[src/rtl/ifmap_row_sched.sv]
// ifmap_row_sched: IFMAP row scheduler with PPE broadcast and round-robin
// row service toward the router.
// Ports: clk, reset (async, active-high), start, ts_done, req/req_ack,
//   mem_rd_en/mem_ts/mem_row/mem_rd_data (row store), pkt_valid/pkt_ready/
//   pkt_data (router), busy, err (sticky).
module ifmap_row_sched #(
  parameter int NUM_PPE      = 5,
  parameter int IFMAP_SIZE   = 25,
  parameter int PPE_BASE_ID  = 5,
  parameter int OP_PPE_INPUT = 1,
  parameter int OP_NO_DATA   = 14
) (
  input  logic                  clk,
  input  logic                  reset,
  input  logic                  start,
  input  logic                  ts_done,
  input  logic [NUM_PPE-1:0]    req,
  output logic [NUM_PPE-1:0]    req_ack,
  output logic                  mem_rd_en,
  output logic                  mem_ts,
  output logic [4:0]            mem_row,
  input  logic [IFMAP_SIZE-1:0] mem_rd_data,
  output logic                  pkt_valid,
  input  logic                  pkt_ready,
  output logic [32:0]           pkt_data,
  output logic                  busy,
  output logic                  err
);

  localparam int GW = $clog2(NUM_PPE);
  localparam logic [GW-1:0] LAST_PPE = GW'(NUM_PPE - 1);
  localparam logic [4:0] ROWS = 5'(IFMAP_SIZE);
  localparam logic [3:0] OPI = 4'(OP_PPE_INPUT);
  localparam logic [3:0] OPN = 4'(OP_NO_DATA);

  typedef enum logic [2:0] {
    IDLE, BC_RD, BC_WAIT, BC_SEND,
    SERVE, RD, WAIT, SEND
  } state_t;

  state_t state, nxt;

  logic          ts;
  logic          ts_pend;
  logic          ts_any;
  logic [GW-1:0] rr;
  logic [GW-1:0] g;
  logic [GW-1:0] bc;
  logic [GW-1:0] pick;
  logic          found;
  logic          oor;
  logic          in_range;
  logic [4:0]    ptr_g;
  logic [4:0]    ptr [NUM_PPE];
  logic [32:0]   pkt_q;

  function automatic logic [GW-1:0] wrap(
    input logic [GW-1:0] a,
    input int            i
  );
    int s;
    s = int'(a) + i;
    if (s >= NUM_PPE) s = s - NUM_PPE;
    return s[GW-1:0];
  endfunction

  function automatic logic [3:0] dest(
    input logic [GW-1:0] k
  );
    int s;
    s = PPE_BASE_ID + int'(k);
    return s[3:0];
  endfunction

  // A ts_done arriving in the same cycle as SERVE counts as pending.
  assign ts_any   = ts_pend | ts_done;
  assign ptr_g    = ptr[g];
  assign in_range = ptr_g < ROWS;

  // Round-robin: first set req bit at or after rr, wrapping.
  always_comb begin
    found = 1'b0;
    pick  = '0;
    for (int i = 0; i < NUM_PPE; i++) begin
      if (!found && req[wrap(rr, i)]) begin
        found = 1'b1;
        pick  = wrap(rr, i);
      end
    end
  end

  always_ff @(posedge clk or posedge reset) begin
    if (reset) state <= IDLE;
    else       state <= nxt;
  end

  always_comb begin
    nxt       = state;
    req_ack   = '0;
    mem_rd_en = 1'b0;
    mem_row   = '0;
    pkt_valid = 1'b0;
    unique case (state)
      IDLE: if (start) nxt = BC_RD;
      BC_RD: begin
        mem_rd_en = 1'b1;
        mem_row   = 5'(bc);
        nxt       = BC_WAIT;
      end
      BC_WAIT: nxt = BC_SEND;
      BC_SEND: begin
        pkt_valid = 1'b1;
        if (pkt_ready)
          nxt = (bc == LAST_PPE) ? SERVE : BC_RD;
      end
      SERVE: begin
        if (ts_any)     nxt = ts ? SERVE : BC_RD;
        else if (found) nxt = RD;
      end
      RD: begin
        req_ack[g] = 1'b1;
        if (in_range) begin
          mem_rd_en = 1'b1;
          mem_row   = ptr_g;
          nxt       = WAIT;
        end else begin
          nxt = SEND;
        end
      end
      WAIT: nxt = SEND;
      SEND: begin
        pkt_valid = 1'b1;
        if (pkt_ready) nxt = SERVE;
      end
      default: nxt = IDLE;
    endcase
  end

  assign mem_ts   = mem_rd_en & ts;
  assign busy     = (state != IDLE) && (state != SERVE);
  assign pkt_data = pkt_q;

  always_ff @(posedge clk or posedge reset) begin
    if (reset) begin
      ts      <= 1'b0;
      ts_pend <= 1'b0;
      rr      <= '0;
      g       <= '0;
      bc      <= '0;
      oor     <= 1'b0;
      err     <= 1'b0;
      pkt_q   <= '0;
      for (int k = 0; k < NUM_PPE; k++)
        ptr[k] <= '0;
    end else begin
      if (state == SERVE && ts_any)
        ts_pend <= 1'b0;
      else if (ts_done && state != IDLE)
        ts_pend <= 1'b1;
      unique case (state)
        IDLE: begin
          if (start) begin
            ts <= 1'b0;
            bc <= '0;
          end
        end
        BC_WAIT: pkt_q <= {dest(bc), OPI, mem_rd_data};
        BC_SEND: begin
          if (pkt_ready) begin
            ptr[bc] <= 5'(bc) + 5'd1;
            bc      <= bc + 1'b1;
          end
        end
        SERVE: begin
          if (ts_any) begin
            if (!ts) begin
              ts <= 1'b1;
              bc <= '0;
            end else begin
              err <= 1'b1;
            end
          end else if (found) begin
            g  <= pick;
            rr <= wrap(pick, 1);
          end
        end
        RD: begin
          oor <= !in_range;
          if (!in_range) begin
            err   <= 1'b1;
            pkt_q <= {dest(g), OPN, 25'd0};
          end
        end
        WAIT: pkt_q <= {dest(g), OPI, mem_rd_data};
        SEND: begin
          if (pkt_ready && !oor && in_range)
            ptr[g] <= ptr_g + 5'd1;
        end
        default: ;
      endcase
    end
  end

endmodule

[config.mk]
export PLATFORM = sky130hd
export DESIGN_NAME = ifmap_row_sched
export DESIGN_NICKNAME = d
export VERILOG_FILES = /design/src/rtl/ifmap_row_sched.sv
export SDC_FILE = /design/constraint.sdc
export NUM_CORES = 1
export LEC_CHECK = 0
export BUFFER_PORTS_ARGS = -buffer_cell sky130_fd_sc_hd__buf_2
export CAP_MARGIN = 10
export CORE_UTILIZATION = 25
export CTS_BUF_LIST = sky130_fd_sc_hd__clkbuf_8
export DETAILED_ROUTE_END_ITERATION = 8
export PLACE_DENSITY = 0.41
export SLEW_MARGIN = 30
export SYNTH_ARGS = -nofsm -noshare
export SYNTH_HDL_FRONTEND = slang
export SYNTH_SLANG_ARGS = --single-unit
[constraint.sdc]
create_clock -name clk -period 3.8 [get_ports clk]
set_clock_uncertainty 0.15 [all_clocks]
set_input_delay 0.57 -clock clk [delete_from_list [all_inputs] [get_ports clk]]
set_output_delay 0.57 -clock clk [all_outputs]
set_load 0.02 [all_outputs]
Word-level counts from Yosys, hierarchy flattened
Index checks and enable logic that the tools add are counted.
- flip-flop bits (word level): 74
- bits of input ports: 35
- output and inout bits: 48
- logic and storage cells: 176
- $lt $le $gt $ge: 18
- reduce and logical (&&, ||, !) cells: 34
- muxes and demuxes: 71
- add/subtract/negate cells: 16
- equal/unequal tests: 18
- bitwise logic cells: 5
- operators by type and width (operator ; count):
    $pmux 33 s3 ; 1
    $mux 3 ; 22
    $bwmux 25 ; 2
    $mux 25 ; 2
    $pmux 25 s2 ; 1
    $mux 33 ; 1
    $demux 5 s3 ; 2
    $mux 5 ; 6
    $lt 3x4->1 const B ; 6
    $pmux 3 s8 ; 1
    $mux 1 ; 21
    $ge 4x3->1 const B ; 5
    $sub 3x3->3 const B ; 6
    $ne 2x2->1 const B ; 8
    $bmux 1 s3 ; 5
    $bmux 5 s3 ; 1
    $eq 3x3->1 const B ; 5
    $add 3x1->4 const B ; 3
    $logic_and 1x1->1 ; 12
    $pmux 5 s2 ; 1
    $pmux 3 s3 ; 1
    $reduce_and 3->1 ; 3
    $reduce_bool 3->1 ; 3
    $add 3x2->4 const B ; 2
    25 further kinds ; 42

Logic depth before layout (Yosys ltp)
- depth after elaboration: 20
- mapped depth: 19
- gate-level depth less buffers: 18

Worst setup path before layout
OpenSTA, ideal clock, no wires.
- path kind: reg-to-reg
- from: register rr[0]
- to: register rr[1]
- buffers on the path: 1
- arrival: 3.663 ns
- slack: -0.095 ns
- cell stages (with the launch flop): 20
- clock period less this slack: 3.895 ns
- library setup time: 0.082 ns
- required time: 3.568 ns
- cell sequence: dfrtp_1 inv_1 buf_2 ha_1 inv_1 fa_1 or2_0 a2111oi_0 a31oi_1 nand2_1 nor2_1 and3_1 o31a_1 o21ai_1 inv_1 ha_1 nand2_1 mux2i_4 a21o_1 a31oi_1
- cells in the longest elaborated chain, start to end: 20
- elaborated cells between the ends (all ways): 52
- classes of those cells: 11 x add/sub; 6 x order compare; 26 x mux; 9 x reduce/logical
- RTL lines (item ; RTL line ; source):
    start, declared ; 46 ; logic [GW-1:0] rr;
    start signal, assigned ; 184 ; rr <= wrap(pick, 1);
    branches (longest 16 deep; another with $add 3x1->4) ; - ;
    $mux 3 (*) ; 85 ; if (!found && req[wrap(rr, i)]) begin
    via pick[1] ; 49 ; logic [GW-1:0] pick;
    $add 3x1->4 (*) ; 62 ; s = int'(a) + i;
    $ge 4x3->1 or $sub 3x3->3 (tied branches) ; 63 ; if (s >= NUM_PPE) s = s - NUM_PPE;
    $mux 3 (*) ; 63 ;
Mark *: on every way through the listed nets, which the timed path passes. The select of a mux whose other input is x is not followed.
A chain may end at the register's enable or synchronous reset.

Worst setup path after layout
Ends and elaborated chain as after synthesis.

==> results.txt <==
Power Internal -> 0.00187 W
CP cell instances -> inv_1 > buf_4 > ha_1 > ha_1 > inv_1 > a31oi_1 > o211a_1 > buf_4 > and3_1 > o31a_1 > o21ai_2 > inv_1 > ha_2 > nand2_2 > mux2i_4 > a21o_1 > a31oi_1
Mean Syn Cell Area -> 8.48 um2
RSZ-0062 raised after global routing -> false
Max cap viols -> 0
Post-synth cell types -> 71
Via density -> 4.85
DRT Wirelength -> 14.8 mm
Most used cell, CP -> inv_1
Num CTS Buffers -> 9
Min-Delay Path Class -> input pin to async pin
# IOs -> 83
Part of the power in registers -> 35.7%
Flop2flop setup slack -> 0.19 ns
Hold Buf Count CTS -> 0
Synth Area in Compound Gates -> 24.3%
Peak VDD IR -> 0.000212 V
Critical path startpoint category -> register
Die Height -> 141 um
Post-route ant nets -> 0
Hold Fails Final Rpt -> 0
Area after DPL -> 5570 um2
Slew Limit Fails -> 0
Leak Pwr -> 2.63 nW
Die X -> 141 um
Ys Warns -> 0
Simple-gate area share of the yosys netlist -> 21.6%
Worst skew pair latency -> 0.36 ns
Arr. time, crit path -> 3.72 ns
Port buffer count -> 82
Congestion Overflow GR -> 0
Post-synthesis mux area share -> 5.70%
Final period util -> 94.9%
P&R area growth vs syn -> 20.6%
CP max-delay cell -> ha_1
Post-layout nets -> 702
Wire per inst -> 16.2 um
Initial Util -> 25.7%
Core area -> 18,800 um2
Synth Instances -> 570
Final Cell Area -> 5830 um2
Routed via count -> 4,451
EDFF count, synth -> 0
CTS Buffer Depth -> 2
Post-Synth XOR/XNOR Area -> 1.63%
CP max FO -> 14
First-pass GRT wire length -> 24.1 mm
Initial antenna violation count -> 0
CP Capture Type -> register
Sequential share of the synthesized area -> 37.3%
# setup viols final -> 0
H-tree lvl count -> 3
Max_slew headroom -> 51.3%
Die Area -> 19,900 um2
Layout cells sized above 1 -> 24.8%
Critical Path Max Stage Delay -> 0.41 ns
Status -> complete, no violations
CTS sink cnt -> 72
Final GP Congestion -> 0.840
Logic pwr share -> 44.2%
Sw frac -> 43.5%
Antenna cells -> 0
Adder-cell share of the synthesized area -> 4.04%
Minimum hold slack -> 0.106 ns
Post-synth top flop -> dfrtp_1
Clock-pin slew on the worst setup and hold paths -> 0.08 ns
CTS tree -> built
Largest family of logic cells by synthesized area -> compound AO/OA/AOI/OAI gates
Drt drc -> 0
Crit Path Class -> register to register
Crit path time final -> 3.61 ns
Fmax -> 0.277 GHz
Asr flop ratio synth -> 100%
Actual slew at the worst max-slew pin -> 0.720 ns
FF+latch count, synth -> 72
TritonRoute pass-1 iters -> 4
Syn_nets -> 620
Setup TNS Final -> 0 ns
Pwr dens -> 567 nW/um2
Rows -> 50
Switch Pwr -> 0.00144 W
Worst EP required -> 3.92 ns
Synthesized area -> 4830 um2
DRT iter0 DRCs -> 254
CTS root buf -> clkbuf_8
Final HPWL DP -> 11.1 mm
Largest net degree at the start of global routing -> 30
Part of the power in the clock network -> 20.1%
Vias in the first global route -> 4,487
Total track usage -> 15.5%
worst max-delay path, delay by kind of cell, from the launching register on:
family / cells / cell delay (ns)
fa+ha+maj: 3 / 0.86
simple gates: 2 / 0.24
buf+inv: 5 / 0.63
compound gates: 6 / 1.20
flops: 1 / 0.36
mux: 1 / 0.07
registers in the layout, indices dropped and copies added, names as in the netlist:
name and flops:
pkt_data 31, state 3, rr 3, ptr 25, ts_pend 1, ts 1, err 1, oor 1
g 3, bc 3
layout by cell type, fill, tap and decap left out, drive strengths merged, types with 4 or more instances in the layout:
cell type  count
nand2        105
buf          105
o21ai         74
dfrtp         72
nor2          35
inv           28
a21oi         25
a22oi         20
mux2i         15
ha            14
nand2b        12
nand3         11
nor2b         10
clkbuf         9
and3           8
o22a           7
nor3           7
nor4           7
a21o           6
xnor2          6
mux2           6
a211oi         5
a31oi          5
nand3b         4
or2            4
kinds of logic (layout without fill, tap and decap cells):
kind of cell,Yosys count,in the layout
multiplexers,23,23
buffers and inverters,60,147
flip-flops,72,72
AO/OA/AOI/OAI,172,172
XOR/XNOR,9,9
adder cells (fa/ha/maj),15,15
AND/OR/NAND/NOR,219,219
synthesized netlist by cell type, types with 6 or more instances:
cell type,instances,area [um2]
nor2b_1,10,62.6
xnor2_1,6,52.6
o21ai_1,13,65.1
o22a_1,7,61.3
inv_1,26,97.6
a22oi_1,20,150
and3_1,8,50.1
nor3_1,7,35.0
nand2b_1,10,62.6
nand3_1,10,50.1
dfrtp_1,72,1800
clkbuf_1,21,78.8
ha_1,14,175
mux2i_1,14,140
nor2_1,35,131
a21o_1,6,45.0
nor4_1,7,43.8
buf_2,6,30.0
nand2_1,105,394
o21ai_0,56,280
a21oi_1,22,110
layer usage:
| layer | part of all wire, % | wire length [um] | global-route usage (%) |
|---|---|---|---|
| met5 | 0 | 0 | 0 |
| met4 | 1.3 | 189 | 3.95 |
| met3 | 4.0 | 589 | 2.99 |
| met2 | 48 | 7130 | 25.6 |
| met1 | 47 | 6910 | 20.7 |
cell type report:
class,count,area [um2]
Clock buffer,9,124
Clock inverter,7,88.8
Fill cell,2036,13000
Inverter,26,97.6
Multi-Input combinational cell,438,2810
Sequential cell,72,1810
Tap cell,260,325
Timing Repair Buffer,105,583
power groups by stage:
stage	clock network (W)	registers (W)	logic, W
3_3_place_gp	0	0.00119	0.00144
3_5_place_dp	0	0.00120	0.00146
4_1_cts	0.000702	0.00118	0.00146
2_1_floorplan	0	0.00132	0.000840
5_1_grt	0.000730	0.00122	0.00161
6_report	0.000666	0.00118	0.00146
through the flow:
step	utilization, %	cells	total power [W]	setup WS [ns]
5_1_grt	31.0	917	0.00356	0.00747
3_5_place_dp	29.6	899	0.00266	0.0130
3_3_place_gp	29.6	899	0.00263	0.157
4_1_cts	30.7	915	0.00335	0.0164
2_1_floorplan	-	570	0.00216	0.0276
6_report	31.0	917	0.00331	0.195
final timing paths:
| path | start | to | depth (start not counted) |
|---|---|---|---|
| max in group asynchronous | reset | rr[1]$_DFFE_PP0P_ | 3 |
| worst max-delay path | rr[0]$_DFFE_PP0P_ | rr[1]$_DFFE_PP0P_ | 17 |
| worst min-delay path | reset | pkt_data[8]$_DFFE_PP0P_ | 2 |
| min in group clk | mem_rd_data[14] | pkt_data[14]$_DFFE_PP0P_ | 3 |
| worst min register to register | pkt_data[29]$_DFFE_PP0P_ | pkt_data[29]$_DFFE_PP0P_ | 2 |
| worst max register to register | rr[0]$_DFFE_PP0P_ | rr[1]$_DFFE_PP0P_ | 17 |
repair_timing:
action / CTS / global route
gates resized for setup: 0 / 12
endpoints found under the setup margin: 0 / 4
setup buffers: 0 / 2
No activity file was read; power rests on OpenSTA's default activity.
